$ cat src/rtl/counter_arb_ctrl.sv
// Round-robin arbiter and run sequencer for the shared 3-bit binary/Gray counter.
// Define COUNTER_ARB_SEQ_CHECK_EN to build the sticky output-sequence checker (seq_err).
module counter_arb_ctrl #(
    parameter int LEN_W = 4
) (
    input  logic             clk,
    input  logic             reset,
    input  logic [1:0]       req,
    input  logic [1:0]       req_mode,
    input  logic [LEN_W-1:0] req_len0,
    input  logic [LEN_W-1:0] req_len1,
    output logic [1:0]       gnt,
    output logic [1:0]       done,
    output logic [2:0]       result,
    output logic             busy,
    output logic             ctr_reset,
    output logic             ctr_mode,
    input  logic [2:0]       ctr_count,
    input  logic             err_clr,
    output logic             seq_err
);

    typedef enum logic [1:0] {
        ST_IDLE = 2'd0,
        ST_RUN  = 2'd1,
        ST_DONE = 2'd2
    } state_t;

    localparam logic [LEN_W-1:0] ONE = LEN_W'(1);

    state_t           state_reg, state_next;
    logic             last_reg, last_next;
    logic [LEN_W-1:0] len_reg, len_next;
    logic [LEN_W-1:0] step_reg, step_next;
    logic [1:0]       gnt_reg, gnt_next;
    logic             ctr_mode_reg, ctr_mode_next;
    logic [2:0]       result_reg, result_next;

    logic [2*LEN_W-1:0] len_flat;
    logic [LEN_W-1:0]   len_in [2];
    logic               win_owner;

    assign len_flat = {req_len1, req_len0};

    genvar gi;
    generate
        for (gi = 0; gi < 2; gi++) begin : g_req
            assign len_in[gi] = len_flat[gi*LEN_W +: LEN_W];
            assign done[gi]   = (state_reg == ST_DONE) && gnt_reg[gi];
        end
    endgenerate

    // On a tie the requester that did not win last time gets the counter.
    always_comb begin
        win_owner = 1'b0;
        case (req)
            2'b01:   win_owner = 1'b0;
            2'b10:   win_owner = 1'b1;
            2'b11:   win_owner = ~last_reg;
            default: win_owner = 1'b0;
        endcase
    end

    always_comb begin
        state_next    = state_reg;
        last_next     = last_reg;
        len_next      = len_reg;
        step_next     = step_reg;
        gnt_next      = gnt_reg;
        ctr_mode_next = ctr_mode_reg;
        result_next   = result_reg;
        case (state_reg)
            ST_IDLE: begin
                if (|req) begin
                    last_next     = win_owner;
                    len_next      = len_in[win_owner];
                    ctr_mode_next = req_mode[win_owner];
                    gnt_next      = win_owner ? 2'b10 : 2'b01;
                    step_next     = '0;
                    state_next    = (len_in[win_owner] == '0) ? ST_DONE : ST_RUN;
                end
            end
            ST_RUN: begin
                step_next = step_reg + ONE;
                if (step_reg == len_reg - ONE) begin
                    state_next = ST_DONE;
                end
            end
            ST_DONE: begin
                result_next = ctr_count;
                gnt_next    = 2'b00;
                step_next   = '0;
                state_next  = ST_IDLE;
            end
            default: begin
                gnt_next   = 2'b00;
                state_next = ST_IDLE;
            end
        endcase
    end

    // last_reg resets to 1 so the first tie goes to requester 0.
    always_ff @(posedge clk or negedge reset) begin
        if (!reset) begin
            state_reg    <= ST_IDLE;
            last_reg     <= 1'b1;
            len_reg      <= '0;
            step_reg     <= '0;
            gnt_reg      <= 2'b00;
            ctr_mode_reg <= 1'b0;
            result_reg   <= 3'd0;
        end else begin
            state_reg    <= state_next;
            last_reg     <= last_next;
            len_reg      <= len_next;
            step_reg     <= step_next;
            gnt_reg      <= gnt_next;
            ctr_mode_reg <= ctr_mode_next;
            result_reg   <= result_next;
        end
    end

    assign gnt       = gnt_reg;
    assign busy      = (state_reg != ST_IDLE);
    assign ctr_reset = (state_reg != ST_RUN);
    assign ctr_mode  = ctr_mode_reg;
    assign result    = (state_reg == ST_DONE) ? ctr_count : result_reg;

`ifdef COUNTER_ARB_SEQ_CHECK_EN
    function automatic logic [2:0] seq3(input logic [2:0] k, input logic gray);
        return gray ? (k ^ (k >> 1)) : k;
    endfunction

    logic [2:0] exp_count;
    logic       mismatch;
    logic       seq_err_reg, seq_err_next;

    // step_reg equals j-1 in RUN cycle j, which is the value the counter should show.
    always_comb begin
        exp_count = 3'd0;
        mismatch  = 1'b0;
        case (state_reg)
            ST_RUN: begin
                exp_count = seq3(3'(step_reg), ctr_mode_reg);
                mismatch  = (ctr_count != exp_count);
            end
            ST_DONE: begin
                exp_count = seq3(3'(len_reg), ctr_mode_reg);
                mismatch  = (ctr_count != exp_count);
            end
            default: begin
                exp_count = 3'd0;
                mismatch  = 1'b0;
            end
        endcase
        seq_err_next = mismatch | (seq_err_reg & ~err_clr);
    end

    always_ff @(posedge clk or negedge reset) begin
        if (!reset) begin
            seq_err_reg <= 1'b0;
        end else begin
            seq_err_reg <= seq_err_next;
        end
    end

    assign seq_err = seq_err_reg;
`else
    logic err_clr_unused;
    assign err_clr_unused = err_clr;
    assign seq_err        = 1'b0;
`endif

endmodule

$ cat config.mk
export PLATFORM = sky130hd
export DESIGN_NAME = counter_arb_ctrl
export DESIGN_NICKNAME = d
export VERILOG_FILES = /design/src/rtl/counter_arb_ctrl.sv
export SDC_FILE = /design/constraint.sdc
export NUM_CORES = 1
export LEC_CHECK = 0
export ABC_AREA = 1
export BUFFER_PORTS_ARGS = -buffer_cell sky130_fd_sc_hd__buf_2
export CAP_MARGIN = 5
export CORE_ASPECT_RATIO = 0.75
export CORE_UTILIZATION = 49
export CTS_CLUSTER_SIZE = 28
export DETAILED_ROUTE_END_ITERATION = 16
export PLACE_DENSITY = 0.77
export SLEW_MARGIN = 20
export SYNTH_ARGS = -nofsm -noshare
export SYNTH_HDL_FRONTEND = slang
export SYNTH_SLANG_ARGS = --single-unit
$ cat constraint.sdc
create_clock -name clk -period 2.1 [get_ports clk]
set_input_delay 0.42 -clock clk [delete_from_list [all_inputs] [get_ports clk]]
set_output_delay 0.42 -clock clk [all_outputs]
set_load 0.05 [all_outputs]
==> results.txt, run 1 <==
After detailed routing, the total wire length is 2016 um. After synthesis the netlist holds a flip-flop and latch count of 17. The met1 layer usage reported by global route was 28.03%; the longest individual stage delay on the worst path was 460 ps. The most crowded layer after global routing is met2. Summing the areas of all fa, ha and maj instances in the mapped netlist gives 2.509% of the synthesized area. The final standard cell count with taps included and fillers excluded came out at 181. Leaving out fill and tap cells, the most frequent cell in the layout is sky130_fd_sc_hd__nand2_1. In the final design database the tool counted 180 nets. The synthesized netlist occupies a cell area of 997.2 um2. The tools report the fraction of the yosys area taken by sequential cells as 42.79%. The origin of the critical flop-to-flop path is len_reg[0]$_DFFE_PN0P_. The synthesized area per cell was 7.612 um2. The shortest clock period the worst path allows after layout was 1989 ps. The tools report the final max-slew violation count as 0.

The final critical-path share of the clock period works out to 94.72%. The initial antenna violation count was 0; the count of synthesis-stage warnings from yosys was 0. The type of the worst setup path was reg -> out. The tools report the setup TNS as 0 ps. In this run, placement finished with an instance count of 177. For this run, the top clock speed supported by timing is 0.5027 GHz. The first detailed-routing pass ran for 4 iterations. After filler insertion, the fill cell instance count of the layout stands at 167. The tools report the area occupied by registers as 426.7 um2. In the final layout, the multi-input gates occupy 469.2 um2. After synthesis, the largest family of logic cells by area is simple AND/OR/NAND/NOR gates. The region available for standard cell placement spans 1822 um2. The cell class contributing the biggest share of worst-path delay was flip-flops. In this run, the number of DRC markers left after iteration 0 of detailed routing was 14. STA classifies the critical path startpoint as a flop. For this design the static power due to leakage is 0.6438 nW. VDD sags by at most 1013 uV. The flow ran to the end, and the final reports show no timing, DRC or antenna violations. The cell at the root of the clock tree was sky130_fd_sc_hd__clkbuf_4. In this run the worst hold path is classified as in -> async. The count of final hold-check violations came out at 0.

The logs give 0 for the number of hold buffers added after CTS and 1 for the CTS H-tree depth. Number of failing setup endpoints in the final timing report: 0. The master of the slowest instance on the critical path is sky130_fd_sc_hd__dfrtp_1. Global routing consumed, on the met3 layer, 7.778% of the routing resources.

After Yosys synthesis, and, or, nand and nor cells account for 29.74% of the synthesized area. The netlist uses 25 different library cells. For the met2 usage in global routing, the log shows 41.67%.

Mean number of vias per cell: 4.895. The y dimension of the die works out to 41.07 um. The number of buffers and inverters on the critical path is 2.

The tools report the global-route wire length before repair as 3532 um. After floorplanning, the core was divided into 13 placement rows. Final routed DRC violation total: 0. The effective utilization at floorplan came out at 54.74%.

The most critical setup path has its startpoint at state_reg[0]$_DFFE_PN0P_. Across the run, the number of max-cap violations was 0. After global routing the overflow that remains totals 0.

The logs give 29 for the number of primary I/O pins and 0 for the antenna diode count. The synthesized-area fraction occupied by xor and xnor cells is 1.757%. The tools report the number of buffers created by CTS as 3. The routed layout has 886 vias. Setup repair after global routing left no endpoint under its margin. At the placement stage, the worst setup path has a slack of 435.4 ps. Power spread over the standard cell area amounts to 1599 nW/um2. The congestion estimate from routability-driven global placement came to 0.7802. Of all nets on the critical path, the largest fanout is 5. After clock tree synthesis, the clock-pin slew on the worst setup and hold paths is 110 ps. Post-CTS repair changed the size of 0 cells. Total routing usage reported by global routing: 23.38%.

The synthesized netlist devotes 9.285% of its cell area to compound gates. TritonCTS built the clock tree. The tools report the cell count after synthesis as 131. Data arrives at the worst endpoint at 1570 ps.

The layout overhead on the synthesized area came out at 16.69%. Measured against the total synthesized area, the mux share comes to 3.388%. Across all setup checks in the final design, the least slack found is 110.8 ps. The worst clock skew is 8.254 ps, and the maximum root-to-sink buffer count is 2. Once detailed placement completed, the half-perimeter wirelength came to 1564 um. At the later pin of the worst-skew pair, clock insertion delay measures 300 ps.

The critical path goes through inv_1 > nand2_1 > mux2_2 > buf_2. The average routed wire per standard cell came out at 11.14 um. The tools report the capturing element type of the critical path as a primary output. The net count after synthesis is 151. The remaining antenna violation count is 0, and the overall die width is 54.09 um.

The top cell types in the final layout, fill and taps aside, are sky130_fd_sc_hd__nand2_1, sky130_fd_sc_hd__buf_2, sky130_fd_sc_hd__inv_1. The clock drives 17 sinks. At the worst endpoint, the required time is 1680 ps. In the final layout, the share of cells above drive strength 1 is 26.42%.

Entering global routing, the biggest net connects 18 pins. The total of buffers placed on input and output ports was 26. For the via count of the first global-routing pass, the log shows 830. The floorplan step defined a die boundary enclosing 2221 um2. For the buffer count from post-CTS setup fixing, the log shows 0.
==> synthesized netlist by cell type, drive strengths merged <==
| master | n | area share (%) |
|---|---|---|
| nand3 | 6 | 3.0 |
| o31ai | 2 | 1.5 |
| conb | 1 | 0.38 |
| inv | 22 | 8.3 |
| a21oi | 2 | 1.4 |
| dfstp | 1 | 2.6 |
| o21ai | 9 | 4.5 |
| ha | 2 | 2.5 |
| nand4 | 1 | 0.63 |
| nand3b | 3 | 2.3 |
| nand2 | 42 | 17 |
| xnor2 | 1 | 0.88 |
| o22ai | 3 | 1.9 |
| buf | 2 | 1.9 |
| xor2 | 1 | 0.88 |
| nor2 | 14 | 6.5 |
| mux2 | 3 | 3.4 |
| dfrtp | 16 | 40 |
==> routing by layer <==
layer / wire length, um / vias to the layer above
li1: - / 465
met5: 0 / -
met3: 115 / 3
met1: 931 / 392
met2: 958 / 26
met4: 10 / 0
==> cells by family (layout without fill, tap and decap cells) <==
logic type,count (synthesis),count (layout)
other,1,1
and+or+nand+nor,66,66
xor gates and xnor gates,2,2
adders and majority gates,2,2
buffers and inverters,24,52
AOI/OAI and AO/OA,16,16
muxes,3,3
DFF,17,17
==> path summary, 6_finish.rpt <==
path | cells after the start | to | slack, ps
worst max-delay path | 4 | result[1] | 110
worst min-delay path | 1 | result_reg[0]$_DFF_PN0_ | 20
worst max register to register | 8 | state_reg[0]$_DFFE_PN0P_ | 600
worst min register to register | 2 | last_reg$_DFFE_PN1P_ | 480
max in group asynchronous | 1 | last_reg$_DFFE_PN1P_ | 1760
min in group clk | 2 | result_reg[0]$_DFF_PN0_ | 350
==> worst reg2reg max path, delay by kind of cell (launching register included) <==
kind | cells | cell delay, ps
fa+ha+maj | 1 | 310
simple gates | 4 | 350
buf+inv | 1 | 90
compound gates | 1 | 80
xor+xnor | 1 | 150
flops | 1 | 410
==> report_power, final <==
group          total [mW]  internal (mW)  switching [mW]
combinational        1.08          0.325           0.751
sequential          0.600          0.483           0.117
clock               0.184         0.0711           0.113
total                1.86          0.880           0.981
==> cell type report <==
cell class	instances	area share, %
Multi-Input combinational cell	90	40.32
Sequential cell	17	36.67
Timing Repair Buffer	26	11.18
Inverter	22	7.097
Tap cell	22	2.366
Clock buffer	3	1.935
Clock inverter	1	0.4301
==> metrics by stage <==
step | cell area, um2 | power, mW | utilization, % | hold slack, ps
final | 1164 | 1.860 | 63.87 | 18.25
after global routing | 1164 | 2.045 | 63.87 | 47.09
after CTS | 1164 | 1.878 | 63.87 | 29.92
after detailed placement | 1136 | 1.690 | 62.36 | 369.3
after global placement | 1136 | 1.642 | 62.36 | 355.6
after floorplan | 997.2 | 1.473 | - | 124.4
Power figures use the tool's default switching activity.
==> run 2, diff against run 1 <==
--- a/config.mk
+++ b/config.mk
@@ -6,13 +6,13 @@
 export NUM_CORES = 1
 export LEC_CHECK = 0
 export ABC_AREA = 1
-export BUFFER_PORTS_ARGS = -buffer_cell sky130_fd_sc_hd__buf_2
 export CAP_MARGIN = 5
 export CORE_ASPECT_RATIO = 0.75
 export CORE_UTILIZATION = 49
 export CTS_CLUSTER_SIZE = 28
 export DETAILED_ROUTE_END_ITERATION = 16
-export PLACE_DENSITY = 0.77
+export DONT_BUFFER_PORTS = 1
+export PLACE_DENSITY = 0.65
 export SLEW_MARGIN = 20
 export SYNTH_ARGS = -nofsm -noshare
 export SYNTH_HDL_FRONTEND = slang
==> run 2 against run 1 <==
Effect of this change:
- flip-flop and latch count unchanged
- die area unchanged
- largest power group unchanged
- total power decreased by 3.4%
==> results.txt, run 2 (synthesis results as in run 1) <==
The remaining global-route overflow is 0. The worst setup path is captured at a primary output. The final net count was 159; the final standard cell count with taps included and fillers excluded was 160. The number of hold buffers added after CTS was 1; the setup TNS was 0 ps. The worst path buffer plus inverter count is 1. For hold timing, the worst endpoint is last_reg$_DFFE_PN1P_. The origin of the critical flop-to-flop path is state_reg[1]$_DFFE_PN0P_. TritonCTS built the clock tree. The library cell used most frequently in the layout, excluding fill and tap cells, is sky130_fd_sc_hd__nand2_1.

The final max-slew violation count is 0, and the wire length after detailed routing is 1851 um. The layout overhead on the synthesized area works out to 7.654%. The static leakage power came out at 0.5624 nW. The final critical path takes up 89.22% of the cycle. The power density over the cells came out at 1674 nW/um2. The shortest clock period the worst path allows after layout was 1874 ps. In this run the remaining antenna-violating nets after routing total 0. The maximum root-to-sink buffer count was 2. The via count of the first global-routing pass is 660. The initial antenna violation count came out at 0.

The tree built by TritonCTS fans out to 17 sinks. In this run, post-CTS repair resized a total of 0 instances. The logs give 18 for the pin count of the biggest net entering global routing and 13 for the number of rows in the core area. Among cell families on the critical path, the largest total delay comes from multiplexers. The floorplan step defined a die boundary enclosing 2221 um2.

Number of logic stages on the critical path including buffering: 3. For this run, the detailed router's first-pass iteration total came to 4. The routed layout has 839 vias.

For this configuration, the core starts out at a cell density of 54.74%. Walking the worst path, the cells encountered are inv_1 > nand2_1 > mux2_2. In this run, the number of DRC markers left after iteration 0 of detailed routing was 9.

In the layout the commonest cells are sky130_fd_sc_hd__nand2_1, sky130_fd_sc_hd__inv_1, sky130_fd_sc_hd__dfrtp_1. The placed instances occupy a cell area of 1036 um2. STA classifies the critical path startpoint as a flop. Based on the critical path, the design can be clocked at up to 0.5337 GHz.

The count of buffers added on input and output ports is 0. Along the worst hold path, the cell count comes to 2. Depth of the worst register-to-register path: 5. CTS H-tree depth: 1. The number of clock buffers added by TritonCTS is 3.

At the later pin of the worst-skew pair, clock insertion delay measures 290 ps. The overall die width is 54.09 um. The type of the worst setup path was reg -> out. In the global route stage, overall resource usage came out at 19.16%. Setup repair after global routing left no endpoint under its margin. On the final layout, the worst clock skew is 4.117 ps. The remaining max-slew budget at the tightest pin is 49.99%, and the transition time at the pin with the least slew margin is 747.7 ps.

Dividing the detail-routed via count by the number of cells gives 5.244. The startpoint identified for the worst hold timing path is req[1]. Max-cap violations in this run came to 0.

The number of failing setup endpoints in the final timing report is 0. During I/O placement, the number of pins put on the boundary was 29. Once placement completed, the tool counted placed cells totaling 155.

After detailed routing, the average wire length per cell comes to 11.57 um. The tools report the count of final hold-check violations as 0. The largest vdd supply drop came out at 1315 uV. In the routed design, unresolved DRC markers number 0. Peak fanout along the critical path: 5. The worst register-to-register path ends at gnt[1]$_DFFE_PN0P_. The core region is 1822 um2. The tightest min-delay check is of the in -> reg type.

At the worst endpoint, the arrival time is 1450 ps. The cell area after layout is 1074 um2, and the buffer count from post-CTS setup fixing is 0. For flop-to-flop paths, the worst setup slack is 560 ps. The cell at the root of the clock tree is sky130_fd_sc_hd__clkbuf_4. The y dimension of the die is 41.07 um. The power after layout was 1.797 mW. The slowest stage of the critical path is the sky130_fd_sc_hd__mux2_2 cell. The longest individual stage delay on the worst path works out to 490 ps.

The flow ran to the end, and the final reports show no timing, DRC or antenna violations. After clock tree synthesis, the clock-pin slew on the worst setup and hold paths is 100 ps. The HPWL after detailed placement was 1455 um. Data on the critical path is required at its endpoint by 1680 ps.

The filler cells instantiated in the layout total 173. The first global-routing pass estimated 2794 um of wire. At the end of the flow the core is filled with cells to 58.93%.

Weighted congestion reported at the end of routability-driven placement: 0.6961. The antenna diode count was 0; the share of cells above drive strength 1 was 14.49%.
run 2: changes by cell type in the layout (fill, tap and decap cells not counted), sizes merged:
| cell | change |
|---|---|
| buf | -22 |
| dlygate4sd3 | +1 |
run 2: metrics by stage:
step           hold WS, ps  setup WS, ps
6_report             281.4         226.3
2_1_floorplan        124.4         288.9
3_3_place_gp         124.8         544.0
4_1_cts              278.7         212.7
5_1_grt              289.3         143.2
3_5_place_dp         124.7         551.0
run 2: layer usage:
layer / GRT usage (%) / wire length [um] / part of all wire (%)
met5: 0 / 0 / 0
met4: 5.769 / 10 / 0.54
met3: 7.778 / 139 / 7.5
met2: 29.94 / 820 / 44
met1: 24.44 / 881 / 48
run 2: how the worst max path moves through the flow:
stage,from,endpoint,slack [ps]
finish,state_reg[0]$_DFFE_PN0P_,result[1],230
global route,state_reg[0]$_DFFE_PN0P_,result[1],140
CTS,state_reg[0]$_DFFE_PN0P_,result[1],210
detailed placement,state_reg[0]$_DFFE_PN0P_,result[1],550
global placement,state_reg[0]$_DFFE_PN0P_,result[0],540
floorplan,gnt[0]$_DFFE_PN0P_,done[0],290
run 2: cell type report:
cell class              instances  area [um2]  share of cell area (%)
inverters                      22       82.58                   7.692
multi-input cells              90       469.2                   43.71
repair buffers                  5       40.04                   3.730
flip-flops and latches         17       426.7                   39.74
well taps                      22       27.53                   2.564
clock inverters                 1       5.005                  0.4662
clock buffers                   3       22.52                   2.098
run 2: report_power, final:
group,total (mW),leakage [nW],internal (mW),switching (mW)
Clock,0.175,0.0177,0.0709,0.104
Combinational,0.984,0.336,0.286,0.698
Sequential,0.637,0.209,0.483,0.155
Total,1.80,0.562,0.840,0.957
